`src/rtl/st7789_pkg.sv`:
```
// st7789_pkg
// Shared definitions for the ST7789 SPI receive model: the three decoded
// command codes, the receiver state encoding and the default panel size
// that also seeds the reset-time column/row window.
package st7789_pkg;

    localparam logic [7:0] CMD_CASET = 8'h2A;
    localparam logic [7:0] CMD_RASET = 8'h2B;
    localparam logic [7:0] CMD_RAMWR = 8'h2C;

    localparam int DEFAULT_X_SIZE = 240;
    localparam int DEFAULT_Y_SIZE = 240;

    typedef enum logic [1:0] {
        IDLE,
        ARGS,
        RAMWR,
        SKIP
    } rxState_t;

endpackage

```
`src/rtl/st7789_spi_deser.sv`:
```
// st7789_spi_deser
// Brings the four asynchronous SPI pins into the clk domain, finds SCK
// rising edges and shifts MOSI in MSB first, producing one strobe per
// completed byte.
// Ports:
//   clk, reset                       oversampling clock, async active-high reset
//   oled_csn/clk/mosi/dc             raw SPI pins
//   byte_valid_o                     one-cycle strobe per completed byte
//   byte_o                           the completed byte
//   byte_is_data_o                   DC level sampled with the last bit
//   csn_high_o                       synchronized chip-select (deselected)
module st7789_spi_deser
    import st7789_pkg::*;
(
    input  logic       clk,
    input  logic       reset,
    input  logic       oled_csn,
    input  logic       oled_clk,
    input  logic       oled_mosi,
    input  logic       oled_dc,
    output logic       byte_valid_o,
    output logic [7:0] byte_o,
    output logic       byte_is_data_o,
    output logic       csn_high_o
);

    logic [3:0] meta_q;
    logic [3:0] sync_q;
    logic       sckPrev_q;
    logic [2:0] bitCnt_q, bitCnt_d;
    logic [6:0] shift_q, shift_d;
    logic       byteValid_q, byteValid_d;
    logic [7:0] byte_q, byte_d;
    logic       isData_q, isData_d;
    logic       sckRise;

    // Two-flop synchronizers for {csn, sck, mosi, dc}. Chip select resets to
    // the deselected level so nothing is assembled before the pins settle.
    always_ff @(posedge clk or posedge reset) begin
        if (reset) begin
            meta_q    <= 4'b1000;
            sync_q    <= 4'b1000;
            sckPrev_q <= 1'b0;
        end else begin
            meta_q    <= {oled_csn, oled_clk, oled_mosi, oled_dc};
            sync_q    <= meta_q;
            sckPrev_q <= sync_q[2];
        end
    end

    assign sckRise    = sync_q[2] & ~sckPrev_q;
    assign csn_high_o = sync_q[3];

    // Shift on each SCK rise; the eighth rise emits the byte together with
    // DC. A deselected chip forces the counter to zero after any byte that
    // finished in the same cycle has already been emitted.
    always_comb begin
        bitCnt_d    = bitCnt_q;
        shift_d     = shift_q;
        byteValid_d = 1'b0;
        byte_d      = byte_q;
        isData_d    = isData_q;
        if (sckRise) begin
            shift_d = {shift_q[5:0], sync_q[1]};
            if (bitCnt_q == 3'd7) begin
                byteValid_d = 1'b1;
                byte_d      = {shift_q, sync_q[1]};
                isData_d    = sync_q[0];
                bitCnt_d    = 3'd0;
            end else begin
                bitCnt_d = bitCnt_q + 3'd1;
            end
        end
        if (sync_q[3]) begin
            bitCnt_d = 3'd0;
        end
    end

    // Byte assembly state register.
    always_ff @(posedge clk or posedge reset) begin
        if (reset) begin
            bitCnt_q    <= 3'd0;
            shift_q     <= 7'd0;
            byteValid_q <= 1'b0;
            byte_q      <= 8'd0;
            isData_q    <= 1'b0;
        end else begin
            bitCnt_q    <= bitCnt_d;
            shift_q     <= shift_d;
            byteValid_q <= byteValid_d;
            byte_q      <= byte_d;
            isData_q    <= isData_d;
        end
    end

    assign byte_valid_o   = byteValid_q;
    assign byte_o         = byte_q;
    assign byte_is_data_o = isData_q;

endmodule

```
`src/rtl/st7789_spi_rx.sv`:
```
// st7789_spi_rx
// Receive-side model of the ST7789 4-wire SPI link. Decodes CASET/RASET
// into a column/row window and turns RAMWR data into addressed RGB565 pixel
// strobes that walk the window row by row.
// Ports:
//   clk, reset                     oversampling clock, async active-high reset
//   oled_csn/clk/mosi/dc           raw SPI pins
//   pixel_valid                    one-cycle strobe per in-range pixel
//   pixel_x, pixel_y, pixel_color  address and RGB565 value of the last pixel
//   cmd_valid, cmd_code            command monitor strobe and last command
// Build option: define ST7789_RX_CMD_MON_EN to enable the command monitor;
// otherwise cmd_valid and cmd_code are held at zero.
module st7789_spi_rx
    import st7789_pkg::*;
#(
    parameter int C_x_size = DEFAULT_X_SIZE,
    parameter int C_y_size = DEFAULT_Y_SIZE,
    localparam int C_x_bits = $clog2(C_x_size),
    localparam int C_y_bits = $clog2(C_y_size)
) (
    input  logic                clk,
    input  logic                reset,
    input  logic                oled_csn,
    input  logic                oled_clk,
    input  logic                oled_mosi,
    input  logic                oled_dc,
    output logic                pixel_valid,
    output logic [C_x_bits-1:0] pixel_x,
    output logic [C_y_bits-1:0] pixel_y,
    output logic [15:0]         pixel_color,
    output logic                cmd_valid,
    output logic [7:0]          cmd_code
);

    localparam logic [15:0] X_SIZE16 = 16'(C_x_size);
    localparam logic [15:0] Y_SIZE16 = 16'(C_y_size);

    logic       byteValid, byteIsData, csnHigh;
    logic [7:0] rxByte;

    rxState_t      state_q, state_d;
    logic [1:0]    argIdx_q, argIdx_d;
    logic          winRow_q, winRow_d;
    logic [15:0]   xs_q, xs_d, xe_q, xe_d, ys_q, ys_d, ye_q, ye_d;
    logic [15:0]   x_q, x_d, y_q, y_d;
    logic          phaseLow_q, phaseLow_d;
    logic [7:0]    hi_q, hi_d;
    logic          pixelValid_q, pixelValid_d;
    logic [C_x_bits-1:0] pixelX_q, pixelX_d;
    logic [C_y_bits-1:0] pixelY_q, pixelY_d;
    logic [15:0]   pixelColor_q, pixelColor_d;

    st7789_spi_deser u_deser (
        .clk            (clk),
        .reset          (reset),
        .oled_csn       (oled_csn),
        .oled_clk       (oled_clk),
        .oled_mosi      (oled_mosi),
        .oled_dc        (oled_dc),
        .byte_valid_o   (byteValid),
        .byte_o         (rxByte),
        .byte_is_data_o (byteIsData),
        .csn_high_o     (csnHigh)
    );

    // Command decode and data handling. A command byte always restarts the
    // decoder; data bytes are routed by the current state. On each pixel's
    // low byte the address steps along the row and wraps to the next row at
    // the window edge; out-of-panel addresses still step but raise no strobe.
    // Deselecting the chip abandons a half-received pixel.
    always_comb begin
        state_d      = state_q;
        argIdx_d     = argIdx_q;
        winRow_d     = winRow_q;
        xs_d         = xs_q;
        xe_d         = xe_q;
        ys_d         = ys_q;
        ye_d         = ye_q;
        x_d          = x_q;
        y_d          = y_q;
        phaseLow_d   = phaseLow_q;
        hi_d         = hi_q;
        pixelValid_d = 1'b0;
        pixelX_d     = pixelX_q;
        pixelY_d     = pixelY_q;
        pixelColor_d = pixelColor_q;
        if (byteValid) begin
            if (!byteIsData) begin
                if (rxByte == CMD_CASET || rxByte == CMD_RASET) begin
                    state_d  = ARGS;
                    argIdx_d = 2'd0;
                    winRow_d = (rxByte == CMD_RASET);
                end else if (rxByte == CMD_RAMWR) begin
                    state_d    = RAMWR;
                    x_d        = xs_q;
                    y_d        = ys_q;
                    phaseLow_d = 1'b0;
                end else begin
                    state_d = SKIP;
                end
            end else begin
                case (state_q)
                    ARGS: begin
                        case (argIdx_q)
                            2'd0: if (winRow_q) ys_d[15:8] = rxByte; else xs_d[15:8] = rxByte;
                            2'd1: if (winRow_q) ys_d[7:0]  = rxByte; else xs_d[7:0]  = rxByte;
                            2'd2: if (winRow_q) ye_d[15:8] = rxByte; else xe_d[15:8] = rxByte;
                            default: if (winRow_q) ye_d[7:0] = rxByte; else xe_d[7:0] = rxByte;
                        endcase
                        argIdx_d = argIdx_q + 2'd1;
                        if (argIdx_q == 2'd3) begin
                            state_d = IDLE;
                        end
                    end
                    RAMWR: begin
                        if (!phaseLow_q) begin
                            hi_d       = rxByte;
                            phaseLow_d = 1'b1;
                        end else begin
                            phaseLow_d = 1'b0;
                            if (x_q < X_SIZE16 && y_q < Y_SIZE16) begin
                                pixelValid_d = 1'b1;
                                pixelX_d     = x_q[C_x_bits-1:0];
                                pixelY_d     = y_q[C_y_bits-1:0];
                                pixelColor_d = {hi_q, rxByte};
                            end
                            if (x_q >= xe_q) begin
                                x_d = xs_q;
                                y_d = (y_q >= ye_q) ? ys_q : y_q + 16'd1;
                            end else begin
                                x_d = x_q + 16'd1;
                            end
                        end
                    end
                    default: ;
                endcase
            end
        end
        if (csnHigh) begin
            phaseLow_d = 1'b0;
        end
    end

    // Decoder state, window and pixel output registers. Reset restores the
    // full-panel window and clears any transfer in progress.
    always_ff @(posedge clk or posedge reset) begin
        if (reset) begin
            state_q      <= IDLE;
            argIdx_q     <= 2'd0;
            winRow_q     <= 1'b0;
            xs_q         <= 16'd0;
            xe_q         <= X_SIZE16 - 16'd1;
            ys_q         <= 16'd0;
            ye_q         <= Y_SIZE16 - 16'd1;
            x_q          <= 16'd0;
            y_q          <= 16'd0;
            phaseLow_q   <= 1'b0;
            hi_q         <= 8'd0;
            pixelValid_q <= 1'b0;
            pixelX_q     <= '0;
            pixelY_q     <= '0;
            pixelColor_q <= 16'd0;
        end else begin
            state_q      <= state_d;
            argIdx_q     <= argIdx_d;
            winRow_q     <= winRow_d;
            xs_q         <= xs_d;
            xe_q         <= xe_d;
            ys_q         <= ys_d;
            ye_q         <= ye_d;
            x_q          <= x_d;
            y_q          <= y_d;
            phaseLow_q   <= phaseLow_d;
            hi_q         <= hi_d;
            pixelValid_q <= pixelValid_d;
            pixelX_q     <= pixelX_d;
            pixelY_q     <= pixelY_d;
            pixelColor_q <= pixelColor_d;
        end
    end

    assign pixel_valid = pixelValid_q;
    assign pixel_x     = pixelX_q;
    assign pixel_y     = pixelY_q;
    assign pixel_color = pixelColor_q;

`ifdef ST7789_RX_CMD_MON_EN
    logic       cmdValid_q;
    logic [7:0] cmdCode_q;

    // Command monitor: reports every command byte, decoded or not.
    always_ff @(posedge clk or posedge reset) begin
        if (reset) begin
            cmdValid_q <= 1'b0;
            cmdCode_q  <= 8'd0;
        end else begin
            cmdValid_q <= byteValid & ~byteIsData;
            if (byteValid && !byteIsData) begin
                cmdCode_q <= rxByte;
            end
        end
    end

    assign cmd_valid = cmdValid_q;
    assign cmd_code  = cmdCode_q;
`else
    assign cmd_valid = 1'b0;
    assign cmd_code  = 8'd0;
`endif

endmodule

```
`config.mk`:
```
export PLATFORM = sky130hd
export DESIGN_NAME = st7789_spi_rx
export DESIGN_NICKNAME = d
export VERILOG_FILES = /design/src/rtl/st7789_pkg.sv /design/src/rtl/st7789_spi_deser.sv /design/src/rtl/st7789_spi_rx.sv
export SDC_FILE = /design/constraint.sdc
export NUM_CORES = 1
export LEC_CHECK = 0
export CORE_MARGIN = 5
export CORE_UTILIZATION = 30
export DETAILED_ROUTE_END_ITERATION = 12
export GPL_TIMING_DRIVEN = 0
export PLACE_DENSITY_LB_ADDON = 0.12
export SLEW_MARGIN = 5
export SYNTH_ARGS = -nofsm -noshare
export SYNTH_HDL_FRONTEND = slang
export SYNTH_SLANG_ARGS = --single-unit
export TNS_END_PERCENT = 5
```
`constraint.sdc`:
```
create_clock -name clk -period 6.9 [get_ports clk]
set_input_delay 1.38 -clock clk [delete_from_list [all_inputs] [get_ports clk]]
set_output_delay 1.38 -clock clk [all_outputs]
set_load 0.005 [all_outputs]
```
==> results <==
- The global placement routability congestion is just over 0.8.
- The antenna diode count is 0.
- The number of hold violations in the final report is 0.
- The number of cells traversed by the worst hold path is 0.
- The max-slew headroom at the worst pin is 31.2%.
- The maximum fanout encountered on the critical timing path is 10.
- The flip-flop and latch count after synthesis is roughly 170.
- The final net count is 874.
- The sequential share of power is 50.5%.
- The cell type with the highest aggregate area in the netlist is dfrtp_1.
- The most repeated cell in the gate-level netlist after synthesis is dfrtp_1.
- The initial antenna violation count is 2.
- Entering global routing, the biggest net connects 88 pins.
- The number of warnings reported in the yosys synthesis log is 0.
- The maximum count of clock buffers along a single path is 2.
- The number of setup buffers added after CTS is 0.
- In this run, the clock network consumes 47.6% of the power.
- The timing-limited maximum frequency is between 300 and 400 MHz.
- The average instance in the mapped netlist occupies 10.9 um2.
- The CTS sink count is around 170.
- Counting flops with a built-in enable in the synthesized netlist gives 0.
- The worst hold path class is reg -> reg.
- The analysis attributes to net switching a power of slightly above 500 uW.
- The number of hold buffers added after cts is 0.
- The total die area is about 0.031 mm2.
- The signal arrival time at the worst endpoint is approximately 3400 ps.
- The depth of the most critical reg-to-reg path is 9.
- TritonCTS built the clock tree.
- For this run the aggregate overflow at the end of global routing stands at 0.
- Global routing used roughly 14% of the available tracks across all layers.
- The routed design could run at a clock period as short as between 3000 and 4000 ps.
- The flow ran to the end, and the final reports show no timing, DRC or antenna violations.
- Gates resized during post-CTS repair numbered 0.
- By count the netlist is led by dfrtp_1, nand2_1, mux2_2, o21ai_0, inv_1.
- The initial core utilization is between 30% and 40%.
- OpenSTA, run right after detailed placement, puts the worst setup slack at 3820 ps.
- Sequential elements use a little over half of the synthesized area.
- The share of layout cells above drive strength 1 is around a fifth.
- The startpoint class of the critical path is a register.
- Row generation in the floorplan step produced 60 rows.
- The synthesized design devotes to its leading area cell type between 40% and 50% of total area.
- The max capacitance violation total is 0.
- The number of filler cells placed in the layout is approximately 2,800.
- The actual slew at the worst max-slew pin is between 1000 and 1500 ps.
- The number of search-and-repair iterations in the first detailed-routing pass is 4.
- The count of pins over their slew limit came to 0.
- Setup repair after global routing left no endpoint under its margin.
- The depth of the CTS H-tree is 4.
- Combinational logic burns 2.0% of the power.
- The switching power share of the total is about a quarter.
- Counting flops with an async set or reset pin after synthesis yields a share of 100%.
- The count of boundary I/O pins is 48.
- The number of buffers inserted by port buffering is 38.
- The cell-internal power is 1.52 mW.
- The global-route wire length before repair is about 34,000 um.
- The post-route DRC violation count is 0.
- The power density over the cells is 209 mW/mm2.
- The core region is about 0.027 mm2.
- The total via count in the routed design is 5,749.
- The critical path endpoint category is a register.
- The worst setup path is of the reg -> reg kind.
- The leakage power figure is around 4.3 nW.
- The largest clock skew in the final design is 19.8 ps.
- The instance count of the mapped netlist is about 760.
- Setup violations remaining at the end of the flow were counted as 0.
- In the synthesized netlist the dominant register cell turns out to be dfrtp_1.
- By area the synthesized netlist is led by dfrtp_1, mux2_2, ha_1.
- After layout, the worst setup slack is roughly 3800 ps.
- Clock-pin slew was measured on the worst setup and hold paths at roughly 70 ps.
- Summed over all nets, the half-perimeter wirelength after detailed placement is 14,500 um.
- After detailed routing, the total wire length is around 21,000 um.
- The mapped netlist covers between 0.008 and 0.009 mm2.
- The post-layout utilization of the core is roughly 36%.
- The via count of the first global-routing pass is between 5,000 and 6,000.
- Measured along the y axis, the die boundary spans about 180 um.
- At the later pin of the worst-skew pair, clock insertion delay measures roughly 440 ps.
- Dividing the final minimum period by the clock period gives approximately 44%.
- After routing, the total negative slack on setup checks comes to 0 ps.
- The root buffer cell is clkbuf_16.
- The TritonCTS buffer count is 17.
- The x dimension of the die is between 150 and 200 um.
- The count of nets left with antenna violations once routing finished came out at 0.
- The number of DRC markers after the initial detailed-route iteration is 200.
- The worst slack on hold paths is 354 ps.
- For the worst setup path, the data required time is 7270 ps.
- In this run, distinct cell masters in the synthesized netlist total 53.
- The maximum ir drop on the vdd rail is around 160 uV.
- After detailed routing, the number of vias per cell comes to slightly below 5.
- The relative area change from synthesis to final layout is 17.7%.
- The register-to-register setup slack is between 3000 and 4000 ps.
- The wire length per cell is ~18 um.
worst max-delay path, stage by stage (launching register included):
cell and delay, ps:
dfrtp_1 490, inv_1 80, ha_1 260, nand2b_1 130, a2111o_1 410, a32oi_1 410, buf_2 320, nand2_1 300
nand2_1 420, o22a_1 180
per-stage QoR:
| stage | cell area (um2) | power, mW | instances |
|---|---|---|---|
| 2_1_floorplan | 8290 | 1.07 | 769 |
| 3_3_place_gp | 9100 | 1.09 | 1148 |
| 3_5_place_dp | 9140 | 1.09 | 1149 |
| 4_1_cts | 9730 | 2.06 | 1181 |
| 5_1_grt | 9730 | 2.11 | 1181 |
| 6_report | 9730 | 2.03 | 1181 |
layout by cell type, fill, tap and decap left out, types with 6 or more instances in the layout:
cell / count
nor3_1: 8
ha_1: 41
mux2i_1: 19
o21ai_0: 57
conb_1: 9
clkdlybuf4s50_1: 38
a21oi_1: 36
nand3_1: 22
o2bb2ai_1: 8
inv_8: 8
nand2b_1: 6
and2_1: 6
nor4_1: 8
dfrtp_1: 156
dfstp_2: 16
clkbuf_16: 17
nand2_1: 88
nand4_1: 13
nor2_1: 40
mux2_2: 83
buf_4: 11
clkbuf_1: 20
buf_2: 6
a22oi_1: 7
inv_1: 53
worst paths after layout:
kind                                         from                 to
worst max-delay path                       x_q[0]             y_q[3]
worst min-delay path            u_deser.meta_q[0]  u_deser.sync_q[0]
worst max register to register             x_q[0]             y_q[3]
worst min register to register  u_deser.meta_q[0]  u_deser.sync_q[0]
max in group asynchronous                   reset            ye_q[0]
min in group asynchronous                   reset            xs_q[1]
cell type report:
type                       instances  area, um2  area share [%]
clock buffer                      17        425            4.37
timing repair buffer              39        408            4.19
multi-input combinational        504       3560            36.6
tap                              341        427            4.38
inverter                          54        210            2.16
sequential                       172       4320            44.4
clock inverter                    15        169            1.74
buffer                            39        210            2.16
logic make-up (layout without fill, tap and decap cells):
group | after synthesis | count (layout) | share of synthesized area (%)
AO/OA/AOI/OAI | 135 | 135 | 10.1
adder cells (fa/ha/maj) | 41 | 41 | 6.21
buffers and inverters | 93 | 164 | 5.00
flip-flops | 172 | 172 | 52.3
multiplexers | 103 | 103 | 13.7
other | 1 | 9 | 0.0454
AND/OR/NAND/NOR | 216 | 216 | 12.6
metal layers:
metal / global-route usage [%] / vias up / part of all wire (%)
met5: 0 / - / 0
met4: 4.29 / 0 / 1.7
met3: 1.99 / 18 / 2.6
met2: 22.9 / 69 / 48
met1: 19.7 / 2877 / 48
li1: - / 2785 / -
registers in the layout, indices dropped and copies added (netlist names), 4 cells and up:
signal,flops
hi_q,8
pixel_color,16
pixel_x,8
pixel_y,8
u_deser.byte_o,8
u_deser.meta_q,4
u_deser.shift_q,7
u_deser.sync_q,4
x_q,16
xe_q,16
xs_q,16
y_q,16
ye_q,16
ys_q,16
power by group through the flow:
| stage | combinational [mW] | sequential (mW) | clock (mW) |
|---|---|---|---|
| final | 0.0398 | 1.03 | 0.968 |
| after detailed placement | 0.0417 | 1.05 | 0 |
| after CTS | 0.0418 | 1.03 | 0.993 |
| after global routing | 0.0479 | 1.03 | 1.03 |
| after global placement | 0.0391 | 1.05 | 0 |
| after floorplan | 0.0281 | 1.04 | 0 |
Power figures use the tool's default switching activity.
